### src/rtl/ro_puf_pkg.sv
// Shared types and constants for the ring-oscillator PUF compare controller.
// Latency: n/a (declarations only).
// Backpressure: n/a (declarations only).
package ro_puf_pkg;

    localparam int SEL_W  = 5;   // RO mux select width (32 oscillators)
    localparam int CHAL_W = 10;  // challenge = {sel_b, sel_a}

    typedef enum logic [2:0] {
        IDLE     = 3'd0,
        SETTLE_A = 3'd1,
        COUNT_A  = 3'd2,
        SETTLE_B = 3'd3,
        COUNT_B  = 3'd4,
        COMPARE  = 3'd5,
        DONE     = 3'd6
    } state_e;

    function automatic int max_int(input int a, input int b);
        return (a > b) ? a : b;
    endfunction

endpackage

### src/rtl/edge_sync.sv
// 2-flop synchronizer plus rising-edge detector for the asynchronous RO output.
// Latency: an edge on async_in shows up as rise_pulse 2-3 clk cycles later.
// Backpressure: none; one pulse per detected rising edge.
// Ports: clk/rst (sync, active-high), async_in (RO mux output), rise_pulse (1-cycle pulse).
module edge_sync (
    input  logic clk,
    input  logic rst,
    input  logic async_in,
    output logic rise_pulse
);

    // [0] metastability flop, [1] synchronized value, [2] previous synchronized value
    logic [2:0] sync_q;

    always_ff @(posedge clk) begin
        if (rst) begin
            sync_q <= 3'b000;
        end else begin
            sync_q <= {sync_q[1:0], async_in};
        end
    end

    assign rise_pulse = sync_q[1] & ~sync_q[2];

endmodule

### src/rtl/ro_compare_ctrl.sv
// RO-PUF controller: counts edges of RO A then RO B over fixed windows and compares.
// Latency: start sampled in cycle k gives done in cycle k + 2*(SETTLE_CYCLES+WIN_CYCLES) + 2.
// Backpressure: start is ignored while busy; nothing is queued.
// Ports: clk/rst (sync, active-high), start/challenge (request), ro_in (async RO),
//        sel (RO mux select), busy/done (status), response/tie/count_a/count_b (held results).
module ro_compare_ctrl
    import ro_puf_pkg::*;
#(
    parameter int WIN_CYCLES    = 256,
    parameter int SETTLE_CYCLES = 4,
    parameter int CNT_W         = 16
) (
    input  logic              clk,
    input  logic              rst,
    input  logic              start,
    input  logic [CHAL_W-1:0] challenge,
    input  logic              ro_in,
    output logic [SEL_W-1:0]  sel,
    output logic              busy,
    output logic              done,
    output logic              response,
    output logic              tie,
    output logic [CNT_W-1:0]  count_a,
    output logic [CNT_W-1:0]  count_b
);

    localparam int TMR_MAX = max_int(WIN_CYCLES, SETTLE_CYCLES);
    localparam int TMR_W   = (TMR_MAX < 2) ? 1 : $clog2(TMR_MAX + 1);
    // Timer is loaded with duration-1 and the state exits on the cycle it reads zero.
    localparam logic [TMR_W-1:0] SETTLE_LD = TMR_W'(SETTLE_CYCLES - 1);
    localparam logic [TMR_W-1:0] WIN_LD    = TMR_W'(WIN_CYCLES - 1);
    localparam logic [CNT_W-1:0] CNT_MAX   = '1;

    state_e             state_q, state_d;
    logic [TMR_W-1:0]   timer_q, timer_d;
    logic [SEL_W-1:0]   sel_q, sel_d;
    logic [SEL_W-1:0]   chal_b_q, chal_b_d;
    // Working counters accumulate during the windows; the visible count_* registers
    // only update in COMPARE so results stay stable between evaluations.
    logic [CNT_W-1:0]   cnt_a_q, cnt_a_d;
    logic [CNT_W-1:0]   cnt_b_q, cnt_b_d;
    logic [CNT_W-1:0]   count_a_q, count_a_d;
    logic [CNT_W-1:0]   count_b_q, count_b_d;
    logic               resp_q, resp_d;
    logic               tie_q, tie_d;
    logic               rise;

    edge_sync u_edge_sync (
        .clk        (clk),
        .rst        (rst),
        .async_in   (ro_in),
        .rise_pulse (rise)
    );

    always_ff @(posedge clk) begin
        if (rst) begin
            state_q   <= IDLE;
            timer_q   <= '0;
            sel_q     <= '0;
            chal_b_q  <= '0;
            cnt_a_q   <= '0;
            cnt_b_q   <= '0;
            count_a_q <= '0;
            count_b_q <= '0;
            resp_q    <= 1'b0;
            tie_q     <= 1'b0;
        end else begin
            state_q   <= state_d;
            timer_q   <= timer_d;
            sel_q     <= sel_d;
            chal_b_q  <= chal_b_d;
            cnt_a_q   <= cnt_a_d;
            cnt_b_q   <= cnt_b_d;
            count_a_q <= count_a_d;
            count_b_q <= count_b_d;
            resp_q    <= resp_d;
            tie_q     <= tie_d;
        end
    end

    always_comb begin
        state_d   = state_q;
        timer_d   = timer_q;
        sel_d     = sel_q;
        chal_b_d  = chal_b_q;
        cnt_a_d   = cnt_a_q;
        cnt_b_d   = cnt_b_q;
        count_a_d = count_a_q;
        count_b_d = count_b_q;
        resp_d    = resp_q;
        tie_d     = tie_q;

        case (state_q)
            IDLE: begin
                if (start) begin
                    chal_b_d = challenge[2*SEL_W-1:SEL_W];
                    sel_d    = challenge[SEL_W-1:0];
                    cnt_a_d  = '0;
                    cnt_b_d  = '0;
                    timer_d  = SETTLE_LD;
                    state_d  = SETTLE_A;
                end
            end
            // Settle states let the mux output and the synchronizer pipeline flush;
            // any edge seen here belongs to the previous selection and is dropped.
            SETTLE_A: begin
                if (timer_q == '0) begin
                    timer_d = WIN_LD;
                    state_d = COUNT_A;
                end else begin
                    timer_d = timer_q - 1'b1;
                end
            end
            COUNT_A: begin
                if (rise && (cnt_a_q != CNT_MAX)) begin
                    cnt_a_d = cnt_a_q + 1'b1;
                end
                if (timer_q == '0) begin
                    sel_d   = chal_b_q;
                    timer_d = SETTLE_LD;
                    state_d = SETTLE_B;
                end else begin
                    timer_d = timer_q - 1'b1;
                end
            end
            SETTLE_B: begin
                if (timer_q == '0) begin
                    timer_d = WIN_LD;
                    state_d = COUNT_B;
                end else begin
                    timer_d = timer_q - 1'b1;
                end
            end
            COUNT_B: begin
                if (rise && (cnt_b_q != CNT_MAX)) begin
                    cnt_b_d = cnt_b_q + 1'b1;
                end
                if (timer_q == '0) begin
                    state_d = COMPARE;
                end else begin
                    timer_d = timer_q - 1'b1;
                end
            end
            COMPARE: begin
                count_a_d = cnt_a_q;
                count_b_d = cnt_b_q;
                resp_d    = (cnt_a_q > cnt_b_q);
                tie_d     = (cnt_a_q == cnt_b_q);
                state_d   = DONE;
            end
            DONE: begin
                state_d = IDLE;
            end
            default: begin
                state_d = IDLE;
            end
        endcase
    end

    assign sel      = sel_q;
    assign busy     = (state_q != IDLE);
    assign done     = (state_q == DONE);
    assign response = resp_q;
    assign tie      = tie_q;
    assign count_a  = count_a_q;
    assign count_b  = count_b_q;

endmodule

### config.mk
export PLATFORM = sky130hd
export DESIGN_NAME = ro_compare_ctrl
export DESIGN_NICKNAME = d
export VERILOG_FILES = /design/src/rtl/ro_puf_pkg.sv /design/src/rtl/edge_sync.sv /design/src/rtl/ro_compare_ctrl.sv
export SDC_FILE = /design/constraint.sdc
export NUM_CORES = 1
export LEC_CHECK = 0
export CORE_MARGIN = 4
export CORE_UTILIZATION = 60
export CTS_CLUSTER_DIAMETER = 150
export DETAILED_ROUTE_END_ITERATION = 6
export PLACE_DENSITY = 0.95
export SYNTH_ARGS = -nofsm -noshare
export SYNTH_HDL_FRONTEND = slang
export SYNTH_SLANG_ARGS = --single-unit
### constraint.sdc
create_clock -name clk -period 3.2 [get_ports clk]
set_input_delay 0.64 -clock clk [delete_from_list [all_inputs] [get_ports clk]]
set_output_delay 0.64 -clock clk [all_outputs]
set_load 0.01 [all_outputs]
Word-level counts from Yosys, hierarchy flattened:

Cells that the tools add are included.

* register bits: 91
* input port bits: 14
* output and inout bits: 41
* word-level logic and storage cells: 68

* add/sub/neg operators: 3
* $lt $le $gt $ge: 1
* equal/unequal tests: 17
* multiplexer cells: 19
* bitwise operators: 2
* reduce and logical (&&, ||, !) cells: 15

Operators by type and width (count)
* $pmux W16 S2: 2
* $mux W16: 3
* $mux W9: 4
* $pmux W9 S4: 1
* $add A16 B1 Y16 const B: 2
* $ne A16 B16 Y1 const B: 2
* $pmux W3 S6: 1
* $eq A16 B16 Y1: 1
* $gt A16 B16 Y1: 1
* $ne A2 B2 Y1 const B: 8
* $mux W3: 5
* $reduce_and A3 Y1: 4
* $mux W5: 2
* $pmux W5 S2: 1
* $eq A3 B3 Y1 const B: 3
* $logic_not A9 Y1: 1
* $sub A9 B1 Y9 const B: 1
* $eq A3 B2 Y1 const B: 2
* $reduce_and A5 Y1: 1
* $reduce_bool A2 Y1: 2
* $reduce_bool A4 Y1: 1
* $eq A3 B1 Y1 const B: 1
* $logic_not A3 Y1: 1
* $reduce_bool A3 Y1: 1
* 5 further kinds: 6

Depth between registers and ports, before layout:

Gate-level depths: netlist of run 1.

* depth after elaboration: 5
* gate-level depth with buffers: 7
* mapped depth without buffers: 6

Hierarchy:

Synthesis of run 1 repeated with hierarchy kept, for this count alone.

* cells, all modules: 551
* area total of the unflattened synthesis: 4544.4 µm²

Modules (own cells, without submodules)
* ro_compare_ctrl: instances 1, cells an instance 544, area an instance 4456.8 µm², seq. area each 1761.7 µm²
* edge_sync: instances 1, cells an instance 7, area an instance 87.6 µm², seq. area each 60.1 µm²

Worst setup path before layout of run 1:

Ideal clock, no wire load.

* kind: reg2out
* start: register state_q[2]
* end: output done
* data arrival time: 1.160 ns
* data required time: 2.560 ns
* slack: 1.400 ns
* cell stages (with the launch flop): 4
* path buffers: 2
* cells stage by stage: dfxtp_1 > buf_2 > buf_1 > nor3b_1

* cells in the longest elaborated chain, start to end: 1

Ends and longest elaborated chain
* start: declaration: line ro_compare_ctrl.sv:34 `state_e state_q, state_d;`
* start signal: assignment: line ro_compare_ctrl.sv:68 `state_q <= state_d;`
* $eq A3 B3 Y1: line ro_compare_ctrl.sv:162 `assign done = (state_q == DONE);`
* end: declaration: line ro_compare_ctrl.sv:20 `output logic done,`

Every way passes these cells.

Worst setup path in the final report of run 1:

* start: register state_q[1]
* end: output done

Same word-level chain as after synthesis.

==> flow_summary.toml, run 1 <==
[outcome]
status = "finished, final reports clean"

[timing]
fin_crit_ns = 2.66
slew_headroom = 0.428
min_period_over_period = 0.830
drv_slew = 0
timing.fmax_mhz = 377
setup_tns_ns = 0
setup_ws_ns = 0.545
worst_slew_pin_slew_ns = 0.851
finalClockSkew_ns = 0.0118
timing.hold.ws_ns = 0.457
setup_violations = 0
finalHoldViolCount = 0
rsz0062_at_grt = "no"

[power]
seqPwrFrac = 0.477
pwr-share-comb = 0.218
pwr-share-clk = 0.305
p_sw_uw = 835
ir_worst_vdd_v = 0.000409
p_per_area_nw_per_um2 = 490
p_sw_frac = 0.311
power.internal_mw = 1.85
p_leak_nw = 1.83

[detailed_routing]
drtAntennaViolNets = 0
drt_wl_total_um = 12200
via_count = 4591
wire_per_inst_um = 17.2
vias_per_cell = 6.46
first_pass_iters = 6
drc = 0
drtIter0Drc = 367

[floorplanning]
die-width_um = 96.3
die_y_um = 96.3
core_um2 = 7410
row_count = 31
die-area_um2 = 9280
io_pins = 55
start_util = 0.632

[critical_path]
crit_path_end_kind = "output pin"
crit_fanout = 13
startpoint_type = "flip-flop"
critical_path_arrival_ns = 2.02
cp.required_ns = 2.56
path_class = "reg -> out"

[yosys]
netlist_area_um2 = 4680
synth_adder_area_share = 0.0508
synth-edff-count = 0
synth_top_family_by_area = "simple AND/OR/NAND/NOR gates"
avgSynthCellArea_um2 = 8.27
ys_async_sr_fraction = 0
syn_inst = 566
synth_xor_area_frac = 0.00374
synth.distinct_cells = 60
synth_fp_nets = 599
synthFlopType = "dfxtp_1"
synthSimpleGateAreaFrac = 0.292
yosysWarnings = 0
synth.area.mux_share = 0.0363
synth-compound-area-share = 0.178
seq_area_frac_synth = 0.389
ys_ff_latch = 91

[grt]
grt_pass1_wl_um = 20200
grt_pass1_vias = 4331
gr-total-overflow = 0
grtUsageTotal = 0.275
grt_max_degree = 64
antenna_found_initial = 0

[finish]
nFillCells = 540
multi_input_area_um2 = 2630
seq_area_um2 = 1820
final_cells = 711
drive_gt1_frac = 0.0735
nets = 640
diodes = 0
area_growth_pct = 16.9
fin_util = 0.739

[placed_design]
gp_congestion = 0.958
port_buffers = 54
dp_slack_ns = 0.915
hpwl_um = 8530
dp_cells = 695

[clock_network]
path_clk_slew_ns = 0.09
insertion_delay_ns = 0.37
numCtsBuffers = 9
post_cts_buffers = 0
root_buffer = "clkbuf_8"
cts_tree = "built"
clk_path_buf_depth = 2
cts.sinks = 91
htreeDepth = 3
cts_resized = 0
cts_hold_buffers = 0

[flow_run]
drv_cap = 0

[hold_path]
hold_path.class = "reg -> reg"
## kinds of logic after synthesis
family	after synthesis
DFF	91
xor gates and xnor gates	2
and+or+nand+nor	244
AOI/OAI and AO/OA	135
buffers and inverters	58
muxes	17
adders and majority gates	19
## path summary, 6_finish.rpt
path,from,slack (ns),depth (start not counted),endpoint
setup / recovery,state_q[1],0.54,3,done
hold / removal,chal_b_q[1],0.46,2,chal_b_q[1]
setup reg to reg,state_q[2],0.83,4,cnt_b_q[10]
hold reg to reg,chal_b_q[1],0.46,2,chal_b_q[1]
## power groups by stage
stage	Clock (mW)	Combinational (mW)	Sequential, mW
2_1_floorplan	0	0.427	1.27
3_3_place_gp	0	0.536	1.29
3_5_place_dp	0	0.561	1.30
4_1_cts	0.820	0.573	1.27
5_1_grt	0.870	0.640	1.29
6_report	0.819	0.584	1.28
## layout by cell type, fill, tap and decap left out, drive strengths merged, types with 11 or more instances in the layout
cell type,n
nor4,11
nor2,13
mux2i,17
nand4,19
o21ai,12
clkbuf,11
nand3,17
ha,19
clkdlybuf4s50,53
o31ai,13
or3,13
inv,29
nand2,102
dfxtp,91
a211oi,12
or4,15
nor3,14
a21oi,69
## area by class of cell
type,instances,share of cell area
inverter,28,0.0192
tap,99,0.0226
clock inverter,5,0.0110
multi-input combinational,417,0.480
sequential,91,0.333
timing repair buffer,60,0.106
clock buffer,11,0.0277
## registers in the layout, indices dropped and copies added, names as in the netlist
signal	count
cnt_a_q	16
cnt_b_q	16
count_a	16
count_b	16
timer_q	9
chal_b_q	5
sel	5
state_q	3
u_edge_sync.sync_q	3
response	1
tie	1
## worst max-delay path, stage by stage (launching register included)
cell and delay, ns:
dfxtp_1 0.64, inv_1 0.18, nor3b_1 0.24, clkdlybuf4s50_1 0.58
## layer usage
layer  global-route usage  vias to the layer above  wire length [µm]
met1                0.339                     2163              4840
li1                     -                     2147                 -
met3               0.0500                       47               935
met4                0.137                        0               405
met5                    0                        -                 0
met2                0.457                      234              6030
## metrics by stage
stage               total power, mW  area [µm²]
global placement               1.83        5260
global route                   2.80        5470
floorplan                      1.70        4680
detailed placement             1.86        5260
finish                         2.68        5470
CTS                            2.67        5470
## synthesized netlist by cell type, types with 3 or more instances
cell,count,share of area
and4_1,6,0.011
and3_1,8,0.011
nor2b_1,6,0.0080
o211ai_1,4,0.0064
o31ai_1,13,0.021
nand2b_1,4,0.0053
nand3_1,15,0.016
dfxtp_1,91,0.39
nor2_1,13,0.010
clkbuf_1,14,0.011
a211oi_1,12,0.019
or3_1,13,0.017
buf_2,12,0.013
nor3_1,13,0.014
mux2i_1,17,0.036
or4_1,13,0.021
nand4_2,3,0.0080
ha_1,19,0.051
o21ai_0,10,0.011
o221ai_1,6,0.011
nor4_1,8,0.011
nand4_1,16,0.021
inv_1,28,0.022
nand2_1,100,0.080
nor3b_1,3,0.0048
a21oi_1,69,0.074
(Power assumes the default switching activity.)
==> inputs of run 2 (changes only) <==
Settings changed: CORE_UTILIZATION 60 to 51, PLACE_DENSITY 0.95 to 0.87.
Clock period 3.2 ns to 2.31 ns, I/O delays scaled along.
==> flow_summary.toml, run 2 (same netlist as run 1, synthesis figures left out) <==
[placed_design]
gp_congestion = 0.892
hpwl_um = 8410
port_buffers = 54

[critical_path]
crit_fanout = 8
crit_path_end_kind = "output pin"
critPathSlowestCell = "clkdlybuf4s50_1"
r2r_end = "timer_q[6]"
startpoint_type = "flip-flop"
worst-r2r-setup-slack_ns = 0.26
slowest_delay_ns = 0.58
r2r_start = "state_q[2]"
critical_path_arrival_ns = 1.71
cp.required_ns = 1.85
cp_cell_sequence = "inv_1 > nor3b_1 > clkdlybuf4s50_1"
reg2reg_depth = 5
path_class = "reg -> out"

[timing]
drv_slew = 0
fin_crit_ns = 2.17
finalClockSkew_ns = 0.0168
worst_slew_pin_slew_ns = 0.709
finalHoldViolCount = 0
rsz0062_at_grt = "no"
setup_violations = 0
timing.fmax_mhz = 460
setup_tns_ns = 0
min_period_over_period = 0.941
slew_headroom = 0.526
timing.hold.ws_ns = 0.457

[floorplanning]
start_util = 0.532
die-width_um = 104
die_y_um = 104
io_pins = 55
core_um2 = 8810
die-area_um2 = 10800
row_count = 34

[detailed_routing]
vias_per_cell = 6.12
drtAntennaViolNets = 0
wire_per_inst_um = 16.1
drt_wl_total_um = 11800
first_pass_iters = 5
drtIter0Drc = 288
drc = 0
via_count = 4473

[clock_network]
insertion_delay_ns = 0.37
root_buffer = "clkbuf_8"
cts_hold_buffers = 0
path_clk_slew_ns = 0.10
post_cts_buffers = 0
htreeDepth = 3
cts_tree = "built"
clk_path_buf_depth = 2
cts_resized = 0
cts.sinks = 91
numCtsBuffers = 9

[grt]
met1_usage = 0.268
busiest_layer = "met2"
grtUsageTotal = 0.217
antenna_found_initial = 0
grt_pass1_vias = 4250
grtUsageMet2 = 0.372
grt_max_degree = 40
grt_use_met3 = 0.0491
grt_pass1_wl_um = 19700
gr-total-overflow = 0

[finish]
diodes = 0
drive_gt1_frac = 0.0883
area_growth_pct = 18.4
nFillCells = 759
final_common_cell = "nand2_1"
final_cell_mix = "100 x nand2_1, 89 x dfxtp_1, 69 x a21oi_1"
nets = 651
fin_util = 0.629

[power]
power_mw = 3.66
ir_worst_vdd_v = 0.000549
p_leak_nw = 1.87
p_per_area_nw_per_um2 = 660

[outcome]
status = "finished, final reports clean"

[hold_path]
hold_end = "u_edge_sync.sync_q[1]"
hold_path.class = "reg -> reg"
holdPathStages = 1
hold_start = "u_edge_sync.sync_q[0]"

[flow_run]
drv_cap = 0
run 2: changes by cell type in the layout (fill, tap and decap cells not counted):
cell,change
buf_4,+11
dfxtp_2,+2
dfxtp_1,-2
inv_6,-1
clkbuf_1,+3
clkbuf_8,-2
run 2: critical path: cells and delay by family (launching register included):
kind,cells,cell delay [ns]
flip-flops,1,0.43
AND/OR/NAND/NOR,1,0.20
buffers and inverters,2,0.71
run 2: where the power goes:
part,internal (mW),switching [mW]
Combinational,0.380,0.453
Sequential,1.65,0.112
Clock,0.502,0.564
Total,2.53,1.13
run 2: worst max-delay path by stage:
stage / startpoint / endpoint / cells after the start
after floorplan: cnt_b_q[0] / cnt_b_q[2] / 6
after global placement: start / cnt_a_q[6] / 5
after detailed placement: start / cnt_a_q[6] / 5
after CTS: state_q[0] / busy / 2
final: state_q[1] / done / 3
after global routing: state_q[1] / done / 3
run 2: through the flow:
step	cells	area, µm²	worst slack (ns)
6_report	731	5540	0.137
5_1_grt	731	5540	0.00721
4_1_cts	731	5540	0.0322
3_5_place_dp	715	5350	0.0813
3_3_place_gp	715	5350	0.144
2_1_floorplan	566	4680	0.542
run 2: final cells by class:
cell class / instances / area, µm² / area share
Timing Repair Buffer: 71 / 663 / 0.120
Tap cell: 108 / 135 / 0.0244
Multi-Input combinational cell: 417 / 2630 / 0.474
Sequential cell: 91 / 1820 / 0.329
Clock buffer: 12 / 135 / 0.0244
Clock inverter: 4 / 51.3 / 0.00926
Inverter: 28 / 105 / 0.0190
run 2: layer usage:
| metal | wire [µm] | part of all wire |
|---|---|---|
| met3 | 896 | 0.076 |
| met2 | 5680 | 0.48 |
| met1 | 5010 | 0.43 |
| met5 | 0 | 0 |
| met4 | 198 | 0.017 |
